## src/rtl/hhmm_level_ctrl_if.sv

```systemverilog
// Parent/level-side signal bundle for the HHMM level sequencer.
// The master side is the parent plus the level it drives; the slave side is the sequencer.
interface hhmm_level_ctrl_if #(
  parameter int VW = 8
) ();
  logic          EN;
  logic          S0;
  logic          S1;
  logic          T;
  logic          T_SUB;
  logic [1:0]    BV;
  logic [1:0]    SUB_EN;
  logic          SEL;
  logic          DONE;
  logic          TIMEOUT;
  logic [VW-1:0] VISITS;

  modport master (
    output EN, S0, S1, T, T_SUB,
    input  BV, SUB_EN, SEL, DONE, TIMEOUT, VISITS
  );

  modport slave (
    input  EN, S0, S1, T, T_SUB,
    output BV, SUB_EN, SEL, DONE, TIMEOUT, VISITS
  );
endinterface

```

## src/rtl/hhmm_level_ctrl.sv

```systemverilog
// Sequencer for a size-2 HHMM level: init, stable-decision search, sub-level hand-off,
// and termination reporting. All outputs are registered from the next-state logic.
module hhmm_level_ctrl #(
  parameter int INIT_CYC   = 2,
  parameter int STABLE_CYC = 3,
  parameter int SEARCH_MAX = 1023,
  parameter int CW         = 10,
  parameter int VW         = 8,
  parameter bit HAS_SUB    = 1'b1
) (
  input  logic               CLK,
  input  logic               RSTn,
  hhmm_level_ctrl_if.slave   bus
);

  typedef enum logic [2:0] {
    ST_IDLE      = 3'd0,
    ST_INIT      = 3'd1,
    ST_SEARCH    = 3'd2,
    ST_SUB       = 3'd3,
    ST_TERM      = 3'd4,
    ST_DONE_WAIT = 3'd5
  } state_t;

  typedef enum logic [1:0] {
    CAND_NONE = 2'd0,
    CAND_S0   = 2'd1,
    CAND_S1   = 2'd2,
    CAND_TERM = 2'd3
  } cand_t;

  localparam logic [CW-1:0] CNT_ZERO    = CW'(0);
  localparam logic [CW-1:0] CNT_ONE     = CW'(1);
  localparam logic [CW-1:0] INIT_LAST   = CW'(INIT_CYC - 1);
  localparam logic [CW-1:0] STABLE_LIM  = CW'(STABLE_CYC);
  localparam logic [CW-1:0] SEARCH_LIM  = CW'(SEARCH_MAX);
  localparam logic [VW-1:0] VIS_ONE     = VW'(1);
  localparam logic [VW-1:0] VIS_MAX     = {VW{1'b1}};

  state_t        state_r,     state_nxt_s;
  cand_t         prev_cand_r, prev_nxt_s, cand_s;
  logic [CW-1:0] cnt_r,       cnt_nxt_s;
  logic [CW-1:0] stab_r,      stab_nxt_s, stab_inc_s;
  logic [1:0]    bv_r,        bv_nxt_s;
  logic [1:0]    sub_en_r,    sub_en_nxt_s;
  logic          sel_r,       sel_nxt_s;
  logic          done_r,      done_nxt_s;
  logic          timeout_r,   timeout_nxt_s;
  logic [VW-1:0] visits_r,    visits_nxt_s;
  logic          confirm_s;

  // Classify this cycle's level outputs; terminate outranks a decision, S0=S1=1 is no candidate.
  always_comb begin
    cand_s = CAND_NONE;
    if (bus.T) begin
      cand_s = CAND_TERM;
    end else if (bus.S0 ^ bus.S1) begin
      cand_s = bus.S1 ? CAND_S1 : CAND_S0;
    end else begin
      cand_s = CAND_NONE;
    end
  end

  // Run length of the current candidate and whether it has just become stable.
  always_comb begin
    stab_inc_s = CNT_ZERO;
    if (cand_s == CAND_NONE) begin
      stab_inc_s = CNT_ZERO;
    end else if (cand_s == prev_cand_r) begin
      stab_inc_s = stab_r + CNT_ONE;
    end else begin
      stab_inc_s = CNT_ONE;
    end
    confirm_s = (cand_s != CAND_NONE) && (stab_inc_s == STABLE_LIM);
  end

  // Next-state and next-output logic; a dropped EN overrides every other event.
  always_comb begin
    state_nxt_s   = state_r;
    cnt_nxt_s     = cnt_r;
    stab_nxt_s    = stab_r;
    prev_nxt_s    = prev_cand_r;
    sub_en_nxt_s  = 2'b00;
    sel_nxt_s     = sel_r;
    timeout_nxt_s = timeout_r;
    visits_nxt_s  = visits_r;
    if (!bus.EN) begin
      state_nxt_s = ST_IDLE;
    end else begin
      case (state_r)
        ST_IDLE: begin
          state_nxt_s   = ST_INIT;
          cnt_nxt_s     = CNT_ZERO;
          visits_nxt_s  = {VW{1'b0}};
          timeout_nxt_s = 1'b0;
        end
        ST_INIT: begin
          if (cnt_r == INIT_LAST) begin
            state_nxt_s = ST_SEARCH;
            cnt_nxt_s   = CNT_ZERO;
            stab_nxt_s  = CNT_ZERO;
            prev_nxt_s  = CAND_NONE;
          end else begin
            cnt_nxt_s = cnt_r + CNT_ONE;
          end
        end
        ST_SEARCH: begin
          cnt_nxt_s  = cnt_r + CNT_ONE;
          stab_nxt_s = stab_inc_s;
          prev_nxt_s = cand_s;
          if (confirm_s && (cand_s == CAND_TERM)) begin
            state_nxt_s = ST_TERM;
          end else if (confirm_s) begin
            state_nxt_s  = ST_SUB;
            sel_nxt_s    = (cand_s == CAND_S1);
            sub_en_nxt_s = (cand_s == CAND_S1) ? 2'b10 : 2'b01;
            visits_nxt_s = (visits_r == VIS_MAX) ? visits_r : visits_r + VIS_ONE;
          end else if ((cnt_r + CNT_ONE) == SEARCH_LIM) begin
            state_nxt_s   = ST_TERM;
            timeout_nxt_s = 1'b1;
          end else begin
            state_nxt_s = ST_SEARCH;
          end
        end
        ST_SUB: begin
          // A leaf level has nothing below it, so SUB is a single pass-through cycle.
          if (!HAS_SUB || bus.T_SUB) begin
            state_nxt_s = ST_SEARCH;
            cnt_nxt_s   = CNT_ZERO;
            stab_nxt_s  = CNT_ZERO;
            prev_nxt_s  = CAND_NONE;
          end else begin
            sub_en_nxt_s = sub_en_r;
          end
        end
        ST_TERM: begin
          state_nxt_s = ST_DONE_WAIT;
        end
        ST_DONE_WAIT: begin
          state_nxt_s = ST_DONE_WAIT;
        end
        default: begin
          state_nxt_s = ST_IDLE;
        end
      endcase
    end

    done_nxt_s = (state_nxt_s == ST_TERM);
    case (state_nxt_s)
      ST_INIT:   bv_nxt_s = 2'd3;
      ST_SEARCH: bv_nxt_s = 2'd1;
      ST_SUB:    bv_nxt_s = 2'd2;
      default:   bv_nxt_s = 2'd0;
    endcase
  end

  // State and registered outputs.
  always_ff @(posedge CLK or negedge RSTn) begin
    if (!RSTn) begin
      state_r     <= ST_IDLE;
      prev_cand_r <= CAND_NONE;
      cnt_r       <= CNT_ZERO;
      stab_r      <= CNT_ZERO;
      bv_r        <= 2'd0;
      sub_en_r    <= 2'b00;
      sel_r       <= 1'b0;
      done_r      <= 1'b0;
      timeout_r   <= 1'b0;
      visits_r    <= {VW{1'b0}};
    end else begin
      state_r     <= state_nxt_s;
      prev_cand_r <= prev_nxt_s;
      cnt_r       <= cnt_nxt_s;
      stab_r      <= stab_nxt_s;
      bv_r        <= bv_nxt_s;
      sub_en_r    <= sub_en_nxt_s;
      sel_r       <= sel_nxt_s;
      done_r      <= done_nxt_s;
      timeout_r   <= timeout_nxt_s;
      visits_r    <= visits_nxt_s;
    end
  end

  assign bus.BV      = bv_r;
  assign bus.SUB_EN  = sub_en_r;
  assign bus.SEL     = sel_r;
  assign bus.DONE    = done_r;
  assign bus.TIMEOUT = timeout_r;
  assign bus.VISITS  = visits_r;

endmodule

```

## src/flat_wrapper.sv

```systemverilog
// flat-port wrapper written by rule: the top's interface ports become plain ports
module hhmm_level_ctrl_flat 
#(
  parameter int INIT_CYC   = 2,
  parameter int STABLE_CYC = 3,
  parameter int SEARCH_MAX = 1023,
  parameter int CW         = 10,
  parameter int VW         = 8,
  parameter bit HAS_SUB    = 1'b1
)
  (CLK, RSTn, bus_EN, bus_S0, bus_S1, bus_T, bus_T_SUB, bus_BV, bus_SUB_EN, bus_SEL, bus_DONE, bus_TIMEOUT, bus_VISITS);
  hhmm_level_ctrl_if #(.VW(VW)) bus_i ();
  input  logic CLK;
  input  logic RSTn;
  input wire logic [$bits(bus_i.EN)-1:0] bus_EN;
  input wire logic [$bits(bus_i.S0)-1:0] bus_S0;
  input wire logic [$bits(bus_i.S1)-1:0] bus_S1;
  input wire logic [$bits(bus_i.T)-1:0] bus_T;
  input wire logic [$bits(bus_i.T_SUB)-1:0] bus_T_SUB;
  output wire logic [$bits(bus_i.BV)-1:0] bus_BV;
  output wire logic [$bits(bus_i.SUB_EN)-1:0] bus_SUB_EN;
  output wire logic [$bits(bus_i.SEL)-1:0] bus_SEL;
  output wire logic [$bits(bus_i.DONE)-1:0] bus_DONE;
  output wire logic [$bits(bus_i.TIMEOUT)-1:0] bus_TIMEOUT;
  output wire logic [$bits(bus_i.VISITS)-1:0] bus_VISITS;
  assign bus_i.EN = bus_EN;
  assign bus_i.S0 = bus_S0;
  assign bus_i.S1 = bus_S1;
  assign bus_i.T = bus_T;
  assign bus_i.T_SUB = bus_T_SUB;
  assign bus_BV = bus_i.BV;
  assign bus_SUB_EN = bus_i.SUB_EN;
  assign bus_SEL = bus_i.SEL;
  assign bus_DONE = bus_i.DONE;
  assign bus_TIMEOUT = bus_i.TIMEOUT;
  assign bus_VISITS = bus_i.VISITS;
  hhmm_level_ctrl #(.INIT_CYC(INIT_CYC), .STABLE_CYC(STABLE_CYC), .SEARCH_MAX(SEARCH_MAX), .CW(CW), .VW(VW), .HAS_SUB(HAS_SUB)) u_core (.CLK(CLK), .RSTn(RSTn), .bus(bus_i));
endmodule
```

## config.mk

```make
export PLATFORM = sky130hd
export DESIGN_NAME = hhmm_level_ctrl_flat
export DESIGN_NICKNAME = d
export VERILOG_FILES = /design/src/rtl/hhmm_level_ctrl_if.sv /design/src/rtl/hhmm_level_ctrl.sv /design/src/flat_wrapper.sv
export SDC_FILE = /design/constraint.sdc
export NUM_CORES = 1
export LEC_CHECK = 0
export BUFFER_PORTS_ARGS = -buffer_cell sky130_fd_sc_hd__buf_2
export CORE_MARGIN = 2
export CORE_UTILIZATION = 65
export CTS_BUF_LIST = sky130_fd_sc_hd__clkbuf_8
export CTS_CLUSTER_DIAMETER = 200
export DETAILED_ROUTE_END_ITERATION = 6
export PLACE_DENSITY = 0.91
export SKIP_LAST_GASP = 1
export SLEW_MARGIN = 20
export SYNTH_ARGS = -nofsm -noshare
export SYNTH_HDL_FRONTEND = slang
export SYNTH_SLANG_ARGS = --single-unit
```

## constraint.sdc

```tcl
create_clock -name CLK -period 4.5 [get_ports CLK]
set_input_delay 0.225 -clock CLK [delete_from_list [all_inputs] [get_ports CLK]]
set_output_delay 0.225 -clock CLK [all_outputs]
set_load 0.02 [all_outputs]
```

Word level (Yosys, flattened, before mapping)
Cells that the tools add are included.
Widths: inputs -> output; s select.
{"block": "op_classes", "addsub": 3, "bitwise": 2, "reduce_logical": 14, "n_mux": 34, "n_eq_ne": 24}
{"op": "$mux 10", "n": 5}
{"op": "$pmux 10 s4", "n": 1}
{"op": "$pmux 10 s3", "n": 1}
{"op": "$mux 8", "n": 3}
{"op": "$add 10x1->10 const B", "n": 2}
{"op": "$mux 2", "n": 9}
{"op": "$mux 3", "n": 6}
{"op": "$pmux 8 s2", "n": 1}
{"op": "$pmux 3 s5", "n": 1}
{"op": "$eq 3x2->1 const B", "n": 4}
{"op": "$pmux 2 s3", "n": 2}
{"op": "$eq 10x1->1 const B", "n": 1}
{"op": "$eq 10x10->1 const B", "n": 1}
{"op": "$eq 10x2->1 const B", "n": 1}
{"op": "$reduce_and 5->1", "n": 2}
{"op": "$eq 3x3->1 const B", "n": 3}
{"op": "$add 8x1->8 const B", "n": 1}
{"op": "$eq 8x8->1 const B", "n": 1}
{"op": "$ne 2x2->1 const B", "n": 4}
{"op": "$reduce_and 4->1", "n": 2}
{"op": "$eq 3x1->1 const B", "n": 2}
{"op": "$ne 2x1->1 const B", "n": 3}
{"op": "$eq 2x2->1 const B", "n": 2}
{"op": "$pmux 2 s2", "n": 1}
{"op": "14 further kinds", "n": 18}
{"block": "word_totals", "wordCells": 87, "input_bits": 7, "reg_bits": 40, "output_inout_bits": 15}

Logic depth before layout (Yosys ltp)
{"block": "logic_depth", "word_depth": 14, "mapped_depth": 10, "ltp_nobuf": 8}

Worst setup path after synthesis
No wires, ideal clock.
{"block": "synth_path", "path_kind": "flip-flop to flip-flop", "from": "reg u_core.stab_r[0]", "to": "reg u_core.sel_r (netlist: u_core.bus.SEL)", "t_required_ns": 4.375, "period_less_slack_ns": 2.452, "stages_incl_launch_ff": 9, "path_buffers": 0, "setup_time_ns": 0.125, "arrival_time_ns": 2.326, "slack_ns": 2.048, "path_cell_list": "dfrtp_1 > ha_1 > and4_4 > a31oi_4 > a31oi_2 > or4_4 > nor3_4 > nand2_2 > mux2_4"}
{"block": "synth_via", "elab_chain_len": 8}
{"item": "from (decl)", "line": "hhmm_level_ctrl.sv:43", "source": "logic [CW-1:0] stab_r, stab_nxt_s, stab_inc_s;"}
{"item": "from (signal assigned)", "line": "hhmm_level_ctrl.sv:174", "source": "stab_r <= stab_nxt_s;"}
{"item": "$add 10x1->10 *", "line": "hhmm_level_ctrl.sv:70", "source": "stab_inc_s = stab_r + CNT_ONE;"}
{"item": "$mux 10 *", "line": "hhmm_level_ctrl.sv:69", "source": "end else if (cand_s == prev_cand_r) begin"}
{"item": "$mux 10 *", "line": "hhmm_level_ctrl.sv:67", "source": "if (cand_s == CAND_NONE) begin"}
{"item": "$eq 10x2->1 *", "line": "hhmm_level_ctrl.sv:74", "source": "confirm_s = (cand_s != CAND_NONE) && (stab_inc_s == STABLE_LIM);"}
{"item": "$logic_and 1x1->1 *", "line": "hhmm_level_ctrl.sv:74"}
{"item": "$logic_and 1x1->1", "line": "hhmm_level_ctrl.sv:111", "source": "if (confirm_s && (cand_s == CAND_TERM)) begin"}
{"item": "$not 1->1 (no source line)"}
{"item": "$reduce_and 4->1 (no source line) *"}
{"item": "to (signal assigned)", "line": "hhmm_level_ctrl.sv:177", "source": "sel_r <= sel_nxt_s;"}
{"item": "to (decl)", "line": "hhmm_level_ctrl.sv:46", "source": "logic sel_r, sel_nxt_s;"}
Mark *: on every way between the ends. The rest lies on a longest branch, timed or not.
A chain may end at the register's enable or synchronous reset.

Worst setup path in the final report
Ends and elaborated chain as after synthesis.

==> flow_metrics.env <==
export IMPL_globalRouteTotalUtil_pct=27.1
export IMPL_irDropWorstVdd_mv=0.245
export IMPL_worst_slew_pin_transition_ns=0.878
export IMPL_synth_sequential_area_ratio_pct=39.2
export IMPL_detail_route_antenna_nets=0
export IMPL_rsz0062_at_grt="no"
export IMPL_synthesis_nets=294
export IMPL_power_per_cell_area_nw_per_um2=339
export IMPL_max_clock_path_buffers=2
export IMPL_synth_top_cell_by_area="sky130_fd_sc_hd__dfrtp_1"
export IMPL_maxSlewViolCount=0
export IMPL_clkLatencyLatePin_ns=0.30
export IMPL_core_region_area_um2=3720
export IMPL_synth_async_reset_ratio_pct=100
export IMPL_syn_area_um2=2550
export IMPL_met3_length_um=302
export IMPL_drt_pass1_iterations=4
export IMPL_place_detailed_hpwl_mm=3.89
export IMPL_cts_hold_buffers=0
export IMPL_met2RoutedLength_mm=2.65
export IMPL_avgSynthCellArea_um2=9.06
export IMPL_layout_area_overhead_vs_synth_pct=5.98
export IMPL_post_synth_top_count_cell="sky130_fd_sc_hd__dfrtp_1"
export IMPL_final_period_minus_worst_setup_slack_ns=2.67
export IMPL_num_antenna_cells=0
export IMPL_place_congestion=0.822
export IMPL_timing_final_hold_violations=0
export IMPL_critical_path_peak_fanout=9
export IMPL_vias_per_cell=6.54
export IMPL_grt_pass1_vias=2007
export IMPL_finalSetupViolations=0
export IMPL_achievable_frequency_mhz=375
export IMPL_first_pass_grt_wire_length_mm=9.07
export IMPL_totalNegativeSetupSlack_ns=0
export IMPL_post_synth_main_area_contributors="sky130_fd_sc_hd__dfrtp_1 (39%), sky130_fd_sc_hd__o21ai_0 (4.5%), sky130_fd_sc_hd__nand2_1 (3.8%), sky130_fd_sc_hd__nor2_1 (3.1%), sky130_fd_sc_hd__nand3_1 (2.9%)"
export IMPL_max_slew_margin_pct=41.5
export IMPL_floorplan_die_height_um=66.7
export IMPL_crit_end_element="flop"
export IMPL_design_die_area_um2=4450
export IMPL_clock_skew_final_ns=0.00668
export IMPL_synth_edf_count=0
export IMPL_final_layout_size_suffix_gt1_share_pct=16.1
export IMPL_rr_worst_depth=8
export IMPL_leakage_nw=1.14
export IMPL_dominantRegCellSynth="sky130_fd_sc_hd__dfrtp_1"
export IMPL_top_layer="met4"
export IMPL_nets=303
export IMPL_post_synth_num_cell_types=64
export IMPL_status="completed"
export IMPL_die_width_um=66.7
export IMPL_synth_seq_cells=40
export IMPL_drt_first_iter_violations=232
export IMPL_route_detailed_drc=0
export IMPL_worst_ep_required_time_ns=4.68
export IMPL_cts_made_buffers=5
export IMPL_buffer_ports_inserted=21
export IMPL_gate_count_of_the_mapped_netlist=282
export IMPL_signal_arrival_time_at_the_worst_endpoint_ns=2.85
export IMPL_avgRoutedWirePerCell_um=15.8
export IMPL_m1WireLength_mm=2.29
export IMPL_finalWirelength_mm=5.38
export IMPL_detailroute_via_count=2222
export IMPL_starting_density_of_the_core_pct=68.7
export IMPL_timing_final_crit_share_pct=59.3
export IMPL_cts_repair_resize_count=0
export IMPL_number_of_antenna_violations_at_the_first_check_in_global_routing=0
export IMPL_cts_setup_buffers=0
export IMPL_globalRouteOverflowTotal=0
export IMPL_clk_slew_on_worst_s_h_paths_ns=0.07
export IMPL_timing_critical_path_from_type="flop"
export IMPL_clockRootBuffer="sky130_fd_sc_hd__clkbuf_8"
export IMPL_placementRows=22
export IMPL_grt_start_max_net_pins=41
export IMPL_timing_max_cap_violations=0
export IMPL_cts_htree_levels=2
export IMPL_hold_ws_ns=0.0421
export IMPL_pre_cts_ws_ns=1.85
export IMPL_cts_sink_count=40
export IMPL_tritoncts="built"
export IMPL_yosys_top_cells_count="sky130_fd_sc_hd__dfrtp_1 (40), sky130_fd_sc_hd__nand2_1 (26), sky130_fd_sc_hd__o21ai_0 (23)"
export IMPL_yosys_warnings=0
export IMPL_io_pins=22
export IMPL_final_fill_count=307
export IMPL_post_route_worst_setup_slack_ns=1.83
export IMPL_synthDominantCellAreaShare_pct=39.2
export IMPL_hold_path_class="in -> async"
export IMPL_criticalPathCategory="reg -> reg"
## per-stage QoR
step / utilization, % / area [µm²] / cells / power [mW]
global route: 72.8 / 2710 / 340 / 0.971
floorplan: - / 2550 / 282 / 0.614
detailed placement: 70.3 / 2610 / 332 / 0.675
CTS: 72.7 / 2700 / 340 / 0.915
global placement: 70.3 / 2610 / 332 / 0.660
finish: 72.8 / 2710 / 340 / 0.917
## cells in the final DEF (no fill, tap or decap), types with 5 or more instances in the layout
cell type                   n
sky130_fd_sc_hd__a31oi_1    6
sky130_fd_sc_hd__a21oi_1    8
sky130_fd_sc_hd__nor2_1    21
sky130_fd_sc_hd__nand3_1   15
sky130_fd_sc_hd__o21ai_1    7
sky130_fd_sc_hd__o31ai_1   10
sky130_fd_sc_hd__nand2b_1   5
sky130_fd_sc_hd__ha_1       5
sky130_fd_sc_hd__inv_1     10
sky130_fd_sc_hd__nand2_1   26
sky130_fd_sc_hd__nand4_1    8
sky130_fd_sc_hd__buf_2     21
sky130_fd_sc_hd__dfrtp_1   40
sky130_fd_sc_hd__o21ai_0   23
sky130_fd_sc_hd__clkbuf_8   6
sky130_fd_sc_hd__nor2b_1    7
## cell type report
class                           count  area (µm²)  area share (%)
Multi-Input combinational cell    215        1420            52.5
Sequential cell                    40        1000            37.0
Timing Repair Buffer               21         105            3.88
Clock buffer                        6        82.6            3.05
Tap cell                           48        60.1            2.22
Inverter                            8        30.0            1.11
Clock inverter                      2        7.51           0.277
## critical path: stages, from the launching register on
cell	delay, ns
sky130_fd_sc_hd__dfrtp_1	0.48
sky130_fd_sc_hd__ha_1	0.32
sky130_fd_sc_hd__nand4_1	0.18
sky130_fd_sc_hd__o21ai_0	0.27
sky130_fd_sc_hd__nand2_1	0.09
sky130_fd_sc_hd__or4_4	0.59
sky130_fd_sc_hd__nor3_4	0.24
sky130_fd_sc_hd__nand2_2	0.08
sky130_fd_sc_hd__mux2_4	0.29
## path summary, 6_finish.rpt
path / slack, ns / start / end
min reg2reg: 0.53 / u_core.bus.SEL / u_core.bus.SEL
max in group asynchronous: 3.91 / RSTn / u_core.stab_r[0]
max: 1.83 / u_core.stab_r[0] / u_core.bus.SEL
min in group CLK: 0.27 / bus_EN / u_core.state_r[2]
min: 0.04 / RSTn / u_core.bus.BV[1]
max reg2reg: 1.83 / u_core.stab_r[0] / u_core.bus.SEL
## metal layers
metal  GRT usage, %  vias up
li1               -     1064
met3           4.39       13
met4           13.0        0
met1           36.3     1062
met2           42.6       83
met5              0        -
## registers in the layout (all words and copies together), names as in the netlist, 2 cells and up
| name | flops |
|---|---|
| u_core.cnt_r | 10 |
| u_core.stab_r | 10 |
| u_core.bus.VISITS | 8 |
| u_core.state_r | 3 |
| u_core.bus.BV | 2 |
| u_core.bus.SUB_EN | 2 |
| u_core.prev_cand_r | 2 |
## cells by family (layout without fill, tap and decap cells)
group / after synthesis / after routing / share of synthesized area (%)
AO/OA/AOI/OAI: 81 / 81 / 22.2
XOR/XNOR: 7 / 7 / 2.40
adder cells (fa/ha/maj): 5 / 5 / 2.45
buffers and inverters: 27 / 37 / 5.34
flip-flops: 40 / 40 / 39.2
multiplexers: 2 / 2 / 1.13
AND/OR/NAND/NOR: 120 / 120 / 27.3
## report_power, final
group	total, mW	switching, mW	internal [mW]	leakage (nW)
combinational	0.219	0.137	0.0818	0.542
sequential	0.453	0.0585	0.394	0.549
clock	0.246	0.125	0.121	0.0538
total	0.917	0.321	0.596	1.14
(Power assumes the default switching activity.)
